## src/rtl/stats_window_seq_pkg.sv

```systemverilog
// -----------------------------------------------------------------------------
// stats_pkg
// Shared definitions for the sliding-window average / standard-deviation
// sequencer: default widths, the derived divider operand width, and the
// state encoding of the controller.
// -----------------------------------------------------------------------------
package stats_pkg;

  localparam int DATA_W_DEF      = 12;   // sample width
  localparam int DEPTH_DEF       = 14;   // window length (2..15)
  localparam int OUT_W_DEF       = 24;   // result width
  localparam int TIMEOUT_CYC_DEF = 255;  // sqrt watchdog limit

  // Divider operand width: wide enough for SUMSQ of a full window.
  function automatic int sq_w(input int data_w);
    return 2 * data_w + 4;
  endfunction

  // Controller states, kept as plain vectors for legacy tooling.
  typedef logic [2:0] state_t;

  localparam state_t ST_IDLE      = 3'd0;
  localparam state_t ST_REQ       = 3'd1;
  localparam state_t ST_UPDATE    = 3'd2;
  localparam state_t ST_DIV_AVG   = 3'd3;
  localparam state_t ST_DIV_SQ    = 3'd4;
  localparam state_t ST_VAR       = 3'd5;
  localparam state_t ST_SQRT_WAIT = 3'd6;
  localparam state_t ST_OUT       = 3'd7;

endpackage

```

## src/rtl/stats_window_seq_if.sv

```systemverilog
// -----------------------------------------------------------------------------
// stats_window_seq_if
// Bundles the run control, sample handshake, result and sqrt-engine
// handshake of stats_window_seq.
//   master : the sequencer side (drives sample, done, avg_sd, sqrt_start,
//            sqrt_in, err)
//   slave  : the environment side (drives en, mode, tn, tn_valid,
//            sqrt_done, sqrt_out)
// -----------------------------------------------------------------------------
interface stats_window_seq_if
  import stats_pkg::*;
#(
  parameter int DATA_W = DATA_W_DEF,
  parameter int OUT_W  = OUT_W_DEF
);

  logic              en;
  logic              mode;
  logic [DATA_W-1:0] tn;
  logic              tn_valid;
  logic              sample;
  logic              done;
  logic [OUT_W-1:0]  avg_sd;
  logic              sqrt_start;
  logic [OUT_W-1:0]  sqrt_in;
  logic              sqrt_done;
  logic [OUT_W-1:0]  sqrt_out;
  logic              err;

  modport master (
    input  en, mode, tn, tn_valid, sqrt_done, sqrt_out,
    output sample, done, avg_sd, sqrt_start, sqrt_in, err
  );

  modport slave (
    output en, mode, tn, tn_valid, sqrt_done, sqrt_out,
    input  sample, done, avg_sd, sqrt_start, sqrt_in, err
  );

endinterface

```

## src/rtl/stats_window_seq_div.sv

```systemverilog
// -----------------------------------------------------------------------------
// stats_seq_div
// Restoring unsigned divider, one quotient bit per cycle.
//   clk, RESET : clock, synchronous active-low reset
//   start      : load num/den (ignored while busy)
//   num, den   : dividend / divisor (den must be non-zero)
//   busy       : division in progress
//   done       : one-cycle strobe, NUM_W+1 cycles after start is sampled
//   quo        : quotient, held until the next start
// -----------------------------------------------------------------------------
module stats_seq_div
  import stats_pkg::*;
#(
  parameter int NUM_W = sq_w(DATA_W_DEF),
  parameter int DEN_W = 4
) (
  input  logic             clk,
  input  logic             RESET,
  input  logic             start,
  input  logic [NUM_W-1:0] num,
  input  logic [DEN_W-1:0] den,
  output logic             busy,
  output logic             done,
  output logic [NUM_W-1:0] quo
);

  localparam int CNT_W = $clog2(NUM_W + 1);

  logic [NUM_W-1:0] quo_q;
  logic [DEN_W:0]   rem_q;
  logic [DEN_W-1:0] den_q;
  logic [CNT_W-1:0] cnt_q;
  logic             busy_q;
  logic             done_q;
  logic [DEN_W:0]   trial;
  logic             fits;

  // The remainder is always below den, so DEN_W bits hold it before the shift.
  assign trial = {rem_q[DEN_W-1:0], quo_q[NUM_W-1]};
  assign fits  = (trial >= {1'b0, den_q});

  // NOTE: state registers use non-blocking assignments so every flop samples
  // the pre-edge values regardless of statement order.
  always_ff @(posedge clk) begin
    if (!RESET) begin
      quo_q  <= '0;
      rem_q  <= '0;
      den_q  <= '0;
      cnt_q  <= '0;
      busy_q <= 1'b0;
      done_q <= 1'b0;
    end else begin
      done_q <= 1'b0;
      if (start && !busy_q) begin
        quo_q  <= num;
        rem_q  <= '0;
        den_q  <= den;
        cnt_q  <= CNT_W'(NUM_W);
        busy_q <= 1'b1;
      end else if (busy_q) begin
        if (cnt_q == '0) begin
          busy_q <= 1'b0;
          done_q <= 1'b1;
        end else begin
          quo_q <= {quo_q[NUM_W-2:0], fits};
          rem_q <= fits ? (trial - {1'b0, den_q}) : trial;
          cnt_q <= cnt_q - CNT_W'(1);
        end
      end
    end
  end

  assign busy = busy_q;
  assign done = done_q;
  assign quo  = quo_q;

endmodule

```

## src/rtl/stats_window_seq.sv

```systemverilog
// -----------------------------------------------------------------------------
// stats_window_seq
// Sequencing controller for the sliding-window average / std-deviation path.
// Requests samples, keeps running SUM / SUMSQ over the last DEPTH samples,
// shares one iterative divider for mean and mean-square, and hands the
// variance to an external sqrt engine.
//   clk   : clock, rising edge
//   RESET : synchronous active-low reset
//   bus   : stats_window_seq_if.master (en, mode, tn/tn_valid, sample, done,
//           avg_sd, sqrt_start/sqrt_in, sqrt_done/sqrt_out, err)
// Optional build macro STATS_SQRT_TIMEOUT_EN adds a TIMEOUT_CYC watchdog on
// the sqrt wait with a sticky err flag; without it err is constant 0.
// -----------------------------------------------------------------------------
module stats_window_seq
  import stats_pkg::*;
#(
  parameter int DATA_W      = DATA_W_DEF,
  parameter int DEPTH       = DEPTH_DEF,
  parameter int OUT_W       = OUT_W_DEF,
  parameter int TIMEOUT_CYC = TIMEOUT_CYC_DEF
) (
  input  logic            clk,
  input  logic            RESET,
  stats_window_seq_if.master bus
);

  localparam int SQ_W  = sq_w(DATA_W);
  localparam int SUM_W = DATA_W + 4;
  localparam int CNT_W = $clog2(DEPTH + 1);
  localparam int P_W   = 2 * DATA_W;

  state_t            state_q;
  logic [DATA_W-1:0] win_q [DEPTH];
  logic [SUM_W-1:0]  sum_q;
  logic [SQ_W-1:0]   sumsq_q;
  logic [CNT_W-1:0]  count_q;
  logic [DATA_W-1:0] tn_q;
  logic              mode_q;
  logic [DATA_W-1:0] avg_q;
  logic [SQ_W-1:0]   msq_q;
  logic              done_q;
  logic [OUT_W-1:0]  avg_sd_q;
  logic              sqrt_start_q;
  logic [OUT_W-1:0]  sqrt_in_q;

  // Running-sum update: the oldest sample only leaves once the window is full.
  logic              full;
  logic [DATA_W-1:0] old_s;
  logic [P_W-1:0]    tn_sq, old_sq, avg_sq;
  logic [SUM_W-1:0]  sum_next;
  logic [SQ_W-1:0]   sumsq_next;
  logic [CNT_W-1:0]  count_next;
  logic [SQ_W-1:0]   var_val;

  assign full       = (count_q == CNT_W'(DEPTH));
  assign old_s      = full ? win_q[DEPTH-1] : '0;
  assign tn_sq      = P_W'(tn_q) * P_W'(tn_q);
  assign old_sq     = P_W'(old_s) * P_W'(old_s);
  assign avg_sq     = P_W'(avg_q) * P_W'(avg_q);
  assign sum_next   = sum_q + SUM_W'(tn_q) - SUM_W'(old_s);
  assign sumsq_next = sumsq_q + SQ_W'(tn_sq) - SQ_W'(old_sq);
  assign count_next = full ? count_q : count_q + CNT_W'(1);
  // Flooring both quotients can in principle push msq below avg^2; clamp.
  assign var_val    = (msq_q >= SQ_W'(avg_sq)) ? (msq_q - SQ_W'(avg_sq)) : '0;

  // Shared divider: mean is launched from UPDATE with the post-update sums,
  // mean-square is launched the cycle the mean result is consumed.
  logic             div_start, div_busy, div_done;
  logic [SQ_W-1:0]  div_num, div_quo;
  logic [CNT_W-1:0] div_den;

  // NOTE: every always_comb output gets a default first so no path leaves it
  // unassigned and a latch is inferred.
  always_comb begin
    div_start = 1'b0;
    div_num   = SQ_W'(sum_next);
    div_den   = count_next;
    case (state_q)
      ST_UPDATE:  div_start = !div_busy;
      ST_DIV_AVG: begin
        div_start = div_done && mode_q;
        div_num   = sumsq_q;
        div_den   = count_q;
      end
      default: ;
    endcase
  end

  stats_seq_div #(
    .NUM_W (SQ_W),
    .DEN_W (CNT_W)
  ) u_div (
    .clk   (clk),
    .RESET (RESET),
    .start (div_start),
    .num   (div_num),
    .den   (div_den),
    .busy  (div_busy),
    .done  (div_done),
    .quo   (div_quo)
  );

`ifdef STATS_SQRT_TIMEOUT_EN
  localparam int WD_W = $clog2(TIMEOUT_CYC + 1);
  logic [WD_W-1:0] wd_q;
  logic            err_q;
`endif

  always_ff @(posedge clk) begin
    if (!RESET) begin
      state_q      <= ST_IDLE;
      // NOTE: the window is a small flop array, not RAM, so it is cleared on
      // reset together with the running sums it feeds.
      for (int i = 0; i < DEPTH; i++) win_q[i] <= '0;
      sum_q        <= '0;
      sumsq_q      <= '0;
      count_q      <= '0;
      tn_q         <= '0;
      mode_q       <= 1'b0;
      avg_q        <= '0;
      msq_q        <= '0;
      done_q       <= 1'b0;
      avg_sd_q     <= '0;
      sqrt_start_q <= 1'b0;
      sqrt_in_q    <= '0;
`ifdef STATS_SQRT_TIMEOUT_EN
      wd_q         <= '0;
      err_q        <= 1'b0;
`endif
    end else begin
      done_q       <= 1'b0;
      sqrt_start_q <= 1'b0;
      case (state_q)
        ST_IDLE: if (bus.en) state_q <= ST_REQ;
        ST_REQ: begin
          if (bus.tn_valid) begin
            tn_q    <= bus.tn;
            state_q <= ST_UPDATE;
          end
        end
        ST_UPDATE: begin
          win_q[0] <= tn_q;
          for (int i = 1; i < DEPTH; i++) win_q[i] <= win_q[i-1];
          sum_q    <= sum_next;
          sumsq_q  <= sumsq_next;
          count_q  <= count_next;
          mode_q   <= bus.mode;
          state_q  <= ST_DIV_AVG;
        end
        ST_DIV_AVG: begin
          if (div_done) begin
            avg_q <= div_quo[DATA_W-1:0];
            if (mode_q) begin
              state_q <= ST_DIV_SQ;
            end else begin
              avg_sd_q <= OUT_W'(div_quo[DATA_W-1:0]);
              done_q   <= 1'b1;
              state_q  <= ST_OUT;
            end
          end
        end
        ST_DIV_SQ: begin
          if (div_done) begin
            msq_q   <= div_quo;
            state_q <= ST_VAR;
          end
        end
        ST_VAR: begin
          if (var_val == '0) begin
            avg_sd_q <= '0;
            done_q   <= 1'b1;
            state_q  <= ST_OUT;
          end else begin
            sqrt_in_q    <= OUT_W'(var_val);
            sqrt_start_q <= 1'b1;
            state_q      <= ST_SQRT_WAIT;
`ifdef STATS_SQRT_TIMEOUT_EN
            wd_q         <= '0;
`endif
          end
        end
        ST_SQRT_WAIT: begin
          if (bus.sqrt_done) begin
            avg_sd_q <= bus.sqrt_out;
            done_q   <= 1'b1;
            state_q  <= ST_OUT;
          end
`ifdef STATS_SQRT_TIMEOUT_EN
          else if (wd_q == WD_W'(TIMEOUT_CYC - 1)) begin
            avg_sd_q <= '1;
            err_q    <= 1'b1;
            done_q   <= 1'b1;
            state_q  <= ST_OUT;
          end else begin
            wd_q <= wd_q + WD_W'(1);
          end
`endif
        end
        ST_OUT:  state_q <= bus.en ? ST_REQ : ST_IDLE;
        default: state_q <= ST_IDLE;
      endcase
    end
  end

  assign bus.sample     = (state_q == ST_REQ);
  assign bus.done       = done_q;
  assign bus.avg_sd     = avg_sd_q;
  assign bus.sqrt_start = sqrt_start_q;
  assign bus.sqrt_in    = sqrt_in_q;
`ifdef STATS_SQRT_TIMEOUT_EN
  assign bus.err        = err_q;
`else
  // No watchdog in this build: err is constant 0 and the limit has no effect.
  assign bus.err        = 1'b0 & (TIMEOUT_CYC != 0);
`endif

endmodule

```

## src/flat_wrapper.sv

```systemverilog
// flat-port wrapper written by rule: the top's interface ports become plain ports
module stats_window_seq_flat import stats_pkg::*;
#(
  parameter int DATA_W      = DATA_W_DEF,
  parameter int DEPTH       = DEPTH_DEF,
  parameter int OUT_W       = OUT_W_DEF,
  parameter int TIMEOUT_CYC = TIMEOUT_CYC_DEF
)
  (clk, RESET, bus_en, bus_mode, bus_tn, bus_tn_valid, bus_sqrt_done, bus_sqrt_out, bus_sample, bus_done, bus_avg_sd, bus_sqrt_start, bus_sqrt_in, bus_err);
  stats_window_seq_if #(.DATA_W(DATA_W), .OUT_W(OUT_W)) bus_i ();
  input  logic clk;
  input  logic RESET;
  input wire logic [$bits(bus_i.en)-1:0] bus_en;
  input wire logic [$bits(bus_i.mode)-1:0] bus_mode;
  input wire logic [$bits(bus_i.tn)-1:0] bus_tn;
  input wire logic [$bits(bus_i.tn_valid)-1:0] bus_tn_valid;
  input wire logic [$bits(bus_i.sqrt_done)-1:0] bus_sqrt_done;
  input wire logic [$bits(bus_i.sqrt_out)-1:0] bus_sqrt_out;
  output wire logic [$bits(bus_i.sample)-1:0] bus_sample;
  output wire logic [$bits(bus_i.done)-1:0] bus_done;
  output wire logic [$bits(bus_i.avg_sd)-1:0] bus_avg_sd;
  output wire logic [$bits(bus_i.sqrt_start)-1:0] bus_sqrt_start;
  output wire logic [$bits(bus_i.sqrt_in)-1:0] bus_sqrt_in;
  output wire logic [$bits(bus_i.err)-1:0] bus_err;
  assign bus_i.en = bus_en;
  assign bus_i.mode = bus_mode;
  assign bus_i.tn = bus_tn;
  assign bus_i.tn_valid = bus_tn_valid;
  assign bus_i.sqrt_done = bus_sqrt_done;
  assign bus_i.sqrt_out = bus_sqrt_out;
  assign bus_sample = bus_i.sample;
  assign bus_done = bus_i.done;
  assign bus_avg_sd = bus_i.avg_sd;
  assign bus_sqrt_start = bus_i.sqrt_start;
  assign bus_sqrt_in = bus_i.sqrt_in;
  assign bus_err = bus_i.err;
  stats_window_seq #(.DATA_W(DATA_W), .DEPTH(DEPTH), .OUT_W(OUT_W), .TIMEOUT_CYC(TIMEOUT_CYC)) u_core (.clk(clk), .RESET(RESET), .bus(bus_i));
endmodule
```

## config.mk

```make
export PLATFORM = sky130hd
export DESIGN_NAME = stats_window_seq_flat
export DESIGN_NICKNAME = d
export VERILOG_FILES = /design/src/rtl/stats_window_seq_pkg.sv /design/src/rtl/stats_window_seq_if.sv /design/src/rtl/stats_window_seq_div.sv /design/src/rtl/stats_window_seq.sv /design/src/flat_wrapper.sv
export SDC_FILE = /design/constraint.sdc
export NUM_CORES = 2
export LEC_CHECK = 0
export BUFFER_PORTS_ARGS = -buffer_cell sky130_fd_sc_hd__buf_2
export CORE_UTILIZATION = 55
export DETAILED_ROUTE_END_ITERATION = 10
export PLACE_DENSITY = 0.75
export REMOVE_ABC_BUFFERS = 1
export SYNTH_ARGS = -nofsm -noshare
export SYNTH_HDL_FRONTEND = slang
export SYNTH_HIERARCHICAL = 1
export SYNTH_SLANG_ARGS = --single-unit
```

## constraint.sdc

```tcl
create_clock -name clk -period 14.4 [get_ports clk]
set_input_delay 2.16 -clock clk [delete_from_list [all_inputs] [get_ports clk]]
set_output_delay 2.16 -clock clk [all_outputs]
set_load 0.02 [all_outputs]
```

# ---- Word level (Yosys, flattened, before mapping)
# Memories as Yosys holds them, arrays and structs flattened.
# Index checks and enable logic that the tools add are counted.
dict set report word_totals {
  register_bits 197
  ramBits 168
  input_bits 42
  out_inout_bits 52
  elab_cells 141
  n_memories 1
}
# memory depth word_bits read_ports rd_clocked_by_memory_dff wr line
set mem_list {}
lappend mem_list {u_core.win_q 14 12 14 0 14 stats_window_seq.sv:33} ;# logic [DATA_W-1:0] win_q [DEPTH];
dict set report op_classes {
  n_addsub 8
  multipliers 3
  order_cmp 2
  eq_ne 16
  n_mux 55
  bitwise 18
  n_reduce_logical 19
}
# op count
set op_table {}
lappend op_table {{two-way mux 12 bit} 15}
lappend op_table {{two-way mux 28 bit} 5}
lappend op_table {{two-way mux 24 bit} 4}
lappend op_table {{multiplier 12 x 12 -> 24 bit} 3}
lappend op_table {{one-hot mux 24 bit (3 select lines)} 1}
lappend op_table {{subtractor 28 x 24 -> 28 bit} 2}
lappend op_table {{adder 28 x 24 -> 28 bit} 1}
lappend op_table {{>= comparator 28 x 24 -> 1 bit} 1}
lappend op_table {{zero test 28 bit} 1}
lappend op_table {{one-hot mux 3 bit (8 select lines)} 1}
lappend op_table {{adder 16 x 12 -> 16 bit} 1}
lappend op_table {{subtractor 16 x 12 -> 16 bit} 1}
lappend op_table {{two-way mux 1 bit} 15}
lappend op_table {{two-way mux 3 bit} 5}
lappend op_table {{two-way mux 5 bit} 3}
lappend op_table {{inequality test 2 bit, second input constant} 7}
lappend op_table {{bitwise OR 1 bit} 14}
lappend op_table {{AND reduction 2 bit} 7}
lappend op_table {{equality test 3 bit, second input constant} 4}
lappend op_table {{two-way mux 4 bit} 3}
lappend op_table {{AND reduction 5 bit} 2}
lappend op_table {{equality test 3 x 2 -> 1 bit, second input constant} 2}
lappend op_table {{>= comparator 5 x 4 -> 1 bit} 1}
lappend op_table {{zero test 5 bit} 1}
lappend op_table {{other kinds (17)} 21}

# ---- Depth between registers and ports, before layout
dict set report depth {
  word_depth 6
  mapped_depth 36
  ltp_nobuf 32
}

# ---- Cells and area by module
# Netlist, hierarchy kept.
# module n_inst cells_each area_each_um2 seq_area_each_um2
set modules_own_cells {}
lappend modules_own_cells {stats_window_seq 1 2927 27716.6 8127.8}
lappend modules_own_cells {stats_seq_div 1 221 1884.3 860.8}

# ---- Worst setup path after synthesis
# OpenSTA, ideal clock, no wires.
dict set report synth_path {
  path_type {reg-to-reg}
  startpoint {register u_core.avg_q[4]}
  endpoint {register u_core.avg_sd_q[16] (netlist: u_core/bus.avg_sd[16])}
  setup_ns 0.117
  arrival_time_ns 7.415
  t_required_ns 14.283
  setup_slack_ns 6.868
  stages_incl_launch_ff 31
  n_path_buf 3
  synth_period_minus_slack_ns 7.532
  cell_sequence {dfxtp_1 > clkbuf_1 > inv_1 > nor2_1 > fa_1 > fa_1 > fa_1 > fa_1 > inv_1 > fa_1 > inv_1 > ha_1 > a21oi_1 > o21ai_0 > o21bai_1 > a31o_2 > a21oi_1 > xor2_1 > ha_1 > clkbuf_1 > a21oi_1 > o21ai_1 > and2_1 > o21ai_1 > o21ai_1 > o41ai_1 > or3b_1 > a221oi_4 > a21oi_2 > buf_6 > a32o_1}
}
dict set report synth_via {
  elab_chain_cells 6
  elab_cells_between_ends 7
  cone_classes {add/sub: 1; mul: 1; order compare: 1; eq/ne: 1; mux: 1; reduce/logical: 2}
}
# element line
set synth_rtl {}
lappend synth_rtl {{from (decl)} stats_window_seq.sv:39} ;# logic [DATA_W-1:0] avg_q;
lappend synth_rtl {{from (signal assigned)} stats_window_seq.sv:152} ;# avg_q <= div_quo[DATA_W-1:0];
lappend synth_rtl {{multiplier 12 x 12 -> 24 bit *} stats_window_seq.sv:59} ;# assign avg_sq = P_W'(avg_q) * P_W'(avg_q);
lappend synth_rtl {{subtractor 28 x 24 -> 28 bit or >= comparator 28 x 24 -> 1 bit (tied branches)} stats_window_seq.sv:64} ;# assign var_val = (msq_q >= SQ_W'(avg_sq)) ? (msq_q - SQ_W'(avg_sq)) : '0;
lappend synth_rtl {{two-way mux 28 bit *} stats_window_seq.sv:64}
lappend synth_rtl {{zero test 28 bit *} stats_window_seq.sv:169} ;# if (var_val == '0) begin
lappend synth_rtl {{inequality test 2 x 1 -> 1 bit (no line) *} --}
lappend synth_rtl {{AND reduction 5 bit (no line) *} --}
lappend synth_rtl {{to (signal assigned)} stats_window_seq.sv:156} ;# avg_sd_q <= OUT_W'(div_quo[DATA_W-1:0]);
lappend synth_rtl {{to (signal assigned)} stats_window_seq.sv:184} ;# avg_sd_q <= bus.sqrt_out;
lappend synth_rtl {{to (decl)} stats_window_seq.sv:42} ;# logic [OUT_W-1:0] avg_sd_q;
# Mark *: on every way between the ends. The rest lies on a longest branch, timed or not.
# A chain may end at the register's enable or synchronous reset.

# ---- Worst setup path in the final report
dict set report layout_path {
  startpoint {register u_core.avg_q[5]}
  endpoint {register u_core.sqrt_in_q[1] (netlist: u_core/bus.sqrt_in[1])}
}
dict set report layout_via {
  elab_chain_cells 6
  elab_cells_between_ends 7
  cone_classes {add/sub: 1; mul: 1; order compare: 1; mux: 1; bitwise: 1; reduce/logical: 2}
}
# element line
set layout_rtl {}
lappend layout_rtl {{multiplier 12 x 12 -> 24 bit *} stats_window_seq.sv:59}
lappend layout_rtl {{subtractor 28 x 24 -> 28 bit or >= comparator 28 x 24 -> 1 bit (tied branches)} stats_window_seq.sv:64}
lappend layout_rtl {{two-way mux 28 bit *} stats_window_seq.sv:64}
lappend layout_rtl {{zero test 28 bit} stats_window_seq.sv:169}
lappend layout_rtl {{NOT 1 bit (no line)} --}
lappend layout_rtl {{AND reduction 2 bit (no line)} --}
lappend layout_rtl {{to (signal assigned)} stats_window_seq.sv:174} ;# sqrt_in_q <= OUT_W'(var_val);
lappend layout_rtl {{to (decl)} stats_window_seq.sv:44} ;# logic [OUT_W-1:0] sqrt_in_q;
# Marks and branches as above.

==> impl_metrics.json <==
{
  "min_from": "u_core/bus.sqrt_in[11]",
  "cts_sinks": 365,
  "ys_top_cells_by_count": "545 x inv_1, 415 x nand2_1, 318 x fa_1, 225 x ha_1, 197 x dfxtp_1",
  "drt_iter0_drc": 1729,
  "antenna_found_initial": 2,
  "vias": 21972,
  "ys.flop_type": "dfxtp_1",
  "combPwrFrac_pct": 47.0,
  "area_delta_synth_final_pct": 7.92,
  "cellInternalPower_mw": 2.77,
  "cts_root_buffer": "clkbuf_16",
  "cts_setup_buffers": 0,
  "switchingPower_mw": 1.85,
  "clock_path_buffers": 3,
  "yosysTopAreaCell": "fa_1",
  "worstPathRequired_ns": 14.87,
  "start_util_pct": 56.0,
  "yosysWarnings": 6,
  "post-route-drc-count": 17,
  "skew_ns": 0.0179,
  "dieArea_mm2": 0.0548,
  "cts_inserted_buffers": 42,
  "n_antenna_cell": 0,
  "num_io_pins": 94,
  "cp-end-kind": "flip-flop",
  "crit_start": "u_core/avg_q[5]",
  "ys_seq_area_share_pct": 30.4,
  "syn-cell-area_mm2": 0.0296,
  "synthArstFlopShare_pct": 0,
  "whs_path_depth": 2,
  "cts.htree.levels": 2,
  "ys_seq_elements": 365,
  "drive_gt1_share_pct": 7.36,
  "slowest_delay_ns": 0.67,
  "cp_slowest_cell": "dfxtp_1",
  "synth_edf_count": 168,
  "worst_pin_slew_ns": 1.27,
  "die_height_um": 234,
  "clockPowerShare_pct": 24.3,
  "r2r-start": "u_core/avg_q[5]",
  "pre_cts_slack_ns": 5.89,
  "ant_nets": 0,
  "netlist_instances": 3148,
  "finalCritPeriodShare_pct": 59.3,
  "tns_ns": 0,
  "dp.final_hpwl_um": 55000,
  "p_per_area_mw_per_mm2": 145,
  "port_buffers": 92,
  "grtUsageTotal_pct": 27.5,
  "setup_viol": 0,
  "routed_wl_um": 73000,
  "die_w_um": 234,
  "min_period_ns": 8.55,
  "overflow": 0,
  "grt_max_degree": 122,
  "worst-r2r-setup-slack_ns": 5.85,
  "cp-start-kind": "flip-flop",
  "vdd_ir_drop_max_mv": 0.164,
  "ctsHoldBuffers": 0,
  "synth_area_leaders": "fa_1 22%, edfxtp_1 17%, dfxtp_1 13%, ha_1 9.5%, inv_1 6.9%",
  "fin_ws_ns": 5.85,
  "slew_headroom_pct": 15.4,
  "via_per_inst": 5.66,
  "dr.pass1.iters": 10,
  "pwr-share-seq_pct": 28.7,
  "yosys.area.top_type_share_pct": 21.5,
  "fp-row-count": 84,
  "utilization_pct": 60.4,
  "maxCapViolations": 0,
  "grt_setup_unrepaired": "false",
  "violations": "DRC",
  "clk_latency_ns": 0.59,
  "slew_violations": 0,
  "crit_fanout": 14,
  "max_clock_freq_mhz": 117,
  "hold_class": "reg -> reg",
  "p_sw_share_pct": 40.1,
  "hold_end": "u_core/bus.sqrt_in[11]",
  "whs_ns": 0.455,
  "outcome": "complete, but fails checks",
  "reg2regPathDepth": 32,
  "path_class": "reg -> reg",
  "worstPathArrival_ns": 9.01,
  "rr_endpoint": "u_core/bus.sqrt_in[1]",
  "grt_pass1_wl_um": 118000,
  "wl_per_cell_um": 18.8,
  "core_area_mm2": 0.0529,
  "fin_nets": 3744,
  "clk_pin_slew_ns": 0.07,
  "synth.most_common_cell": "inv_1",
  "leakagePower_nw": 14.8,
  "gp_congestion": 0.974,
  "synth_area_per_cell_um2": 9.40,
  "cts_tree": "yes",
  "post_cts_resized": 0,
  "ys_types": 83,
  "grt_pass1_vias": 22410,
  "hold_viol": 0
}
[final cells by class]
type                       instances  area, um2
clock buffer                      53       1160
clock inverter                    24        294
fill                            4413      20900
inverter                         556       2090
multi-input combinational       2084      17900
sequential                       365       8990
tap                              688        861
timing repair buffer             110        602
[per-layer routing]
metal	vias to the layer above	routed length, um	track usage (%)
met4	0	2120	8.75
met1	10869	31200	36.6
met5	-	0	0
li1	10280	-	-
met3	130	4570	3.99
met2	693	35100	46.4
[worst max-delay path by stage]
stage               cells past startpoint                     to
floorplan                               4     u_core/win_q[0][0]
global placement                       32  u_core/bus.sqrt_in[1]
detailed placement                     32  u_core/bus.sqrt_in[1]
CTS                                    32  u_core/bus.sqrt_in[1]
global route                           30  u_core/bus.sqrt_in[7]
finish                                 32  u_core/bus.sqrt_in[1]
[critical path: cells and delay by family, from the launching register on]
family | cells | cell delay, ns
mux | 1 | 0.14
simple gates | 8 | 1.42
buf+inv | 6 | 0.64
compound gates | 9 | 2.22
xor+xnor | 1 | 0.17
flops | 1 | 0.67
fa+ha+maj | 7 | 3.11
[power groups by stage]
stage          Combinational [mW]  Clock (mW)  Sequential (mW)
2_1_floorplan                1.66           0             1.30
3_3_place_gp                 2.07           0             1.34
3_5_place_dp                 2.13           0             1.34
4_1_cts                      2.15        1.15             1.32
5_1_grt                      2.44        1.18             1.34
6_report                     2.17        1.12             1.33
[through the flow]
| stage | cells | total power [mW] | cell area [um2] |
|---|---|---|---|
| 2_1_floorplan | 3005 | 2.97 | 29000 |
| 3_3_place_gp | 3803 | 3.41 | 30500 |
| 3_5_place_dp | 3803 | 3.47 | 30500 |
| 4_1_cts | 3880 | 4.62 | 31900 |
| 5_1_grt | 3880 | 4.95 | 31900 |
| 6_report | 3880 | 4.62 | 31900 |
[sequential cells by signal, indices dropped and copies added, names as in the netlist, 3 cells and up]
name / cells
u_core/avg_q: 12
u_core/state_q: 3
u_core/u_div/den_q: 4
u_core/tn_q: 12
u_core/bus.avg_sd: 24
u_core/count_q: 4
u_core/win_q: 168
u_core/u_div/quo: 28
u_core/sum_q: 16
u_core/msq_q: 28
u_core/sumsq_q: 28
u_core/bus.sqrt_in: 24
u_core/u_div/rem_q: 4
u_core/u_div/cnt_q: 5
[cells in the final DEF (no fill, tap or decap), types with 23 or more instances in the layout]
cell type,instances
nand3_1,34
buf_2,91
and3_1,138
clkbuf_16,43
nand2b_1,23
nor3_1,43
ha_1,225
a21oi_1,188
edfxtp_1,168
xor2_1,33
o21ai_0,58
and2_1,102
nand2_1,414
a22oi_1,26
fa_1,318
mux2i_1,24
dfxtp_1,197
inv_1,543
xnor2_1,53
a21o_1,24
nor2_1,143
[logic make-up after synthesis]
| family | synth area share (%) |
|---|---|
| compound gates | 10.7 |
| xor+xnor | 2.54 |
| fa+ha+maj | 31.0 |
| buf+inv | 9.08 |
| flops | 30.4 |
| mux | 0.964 |
| other cells | 0.0127 |
| simple gates | 15.3 |
(Power assumes the default switching activity.)
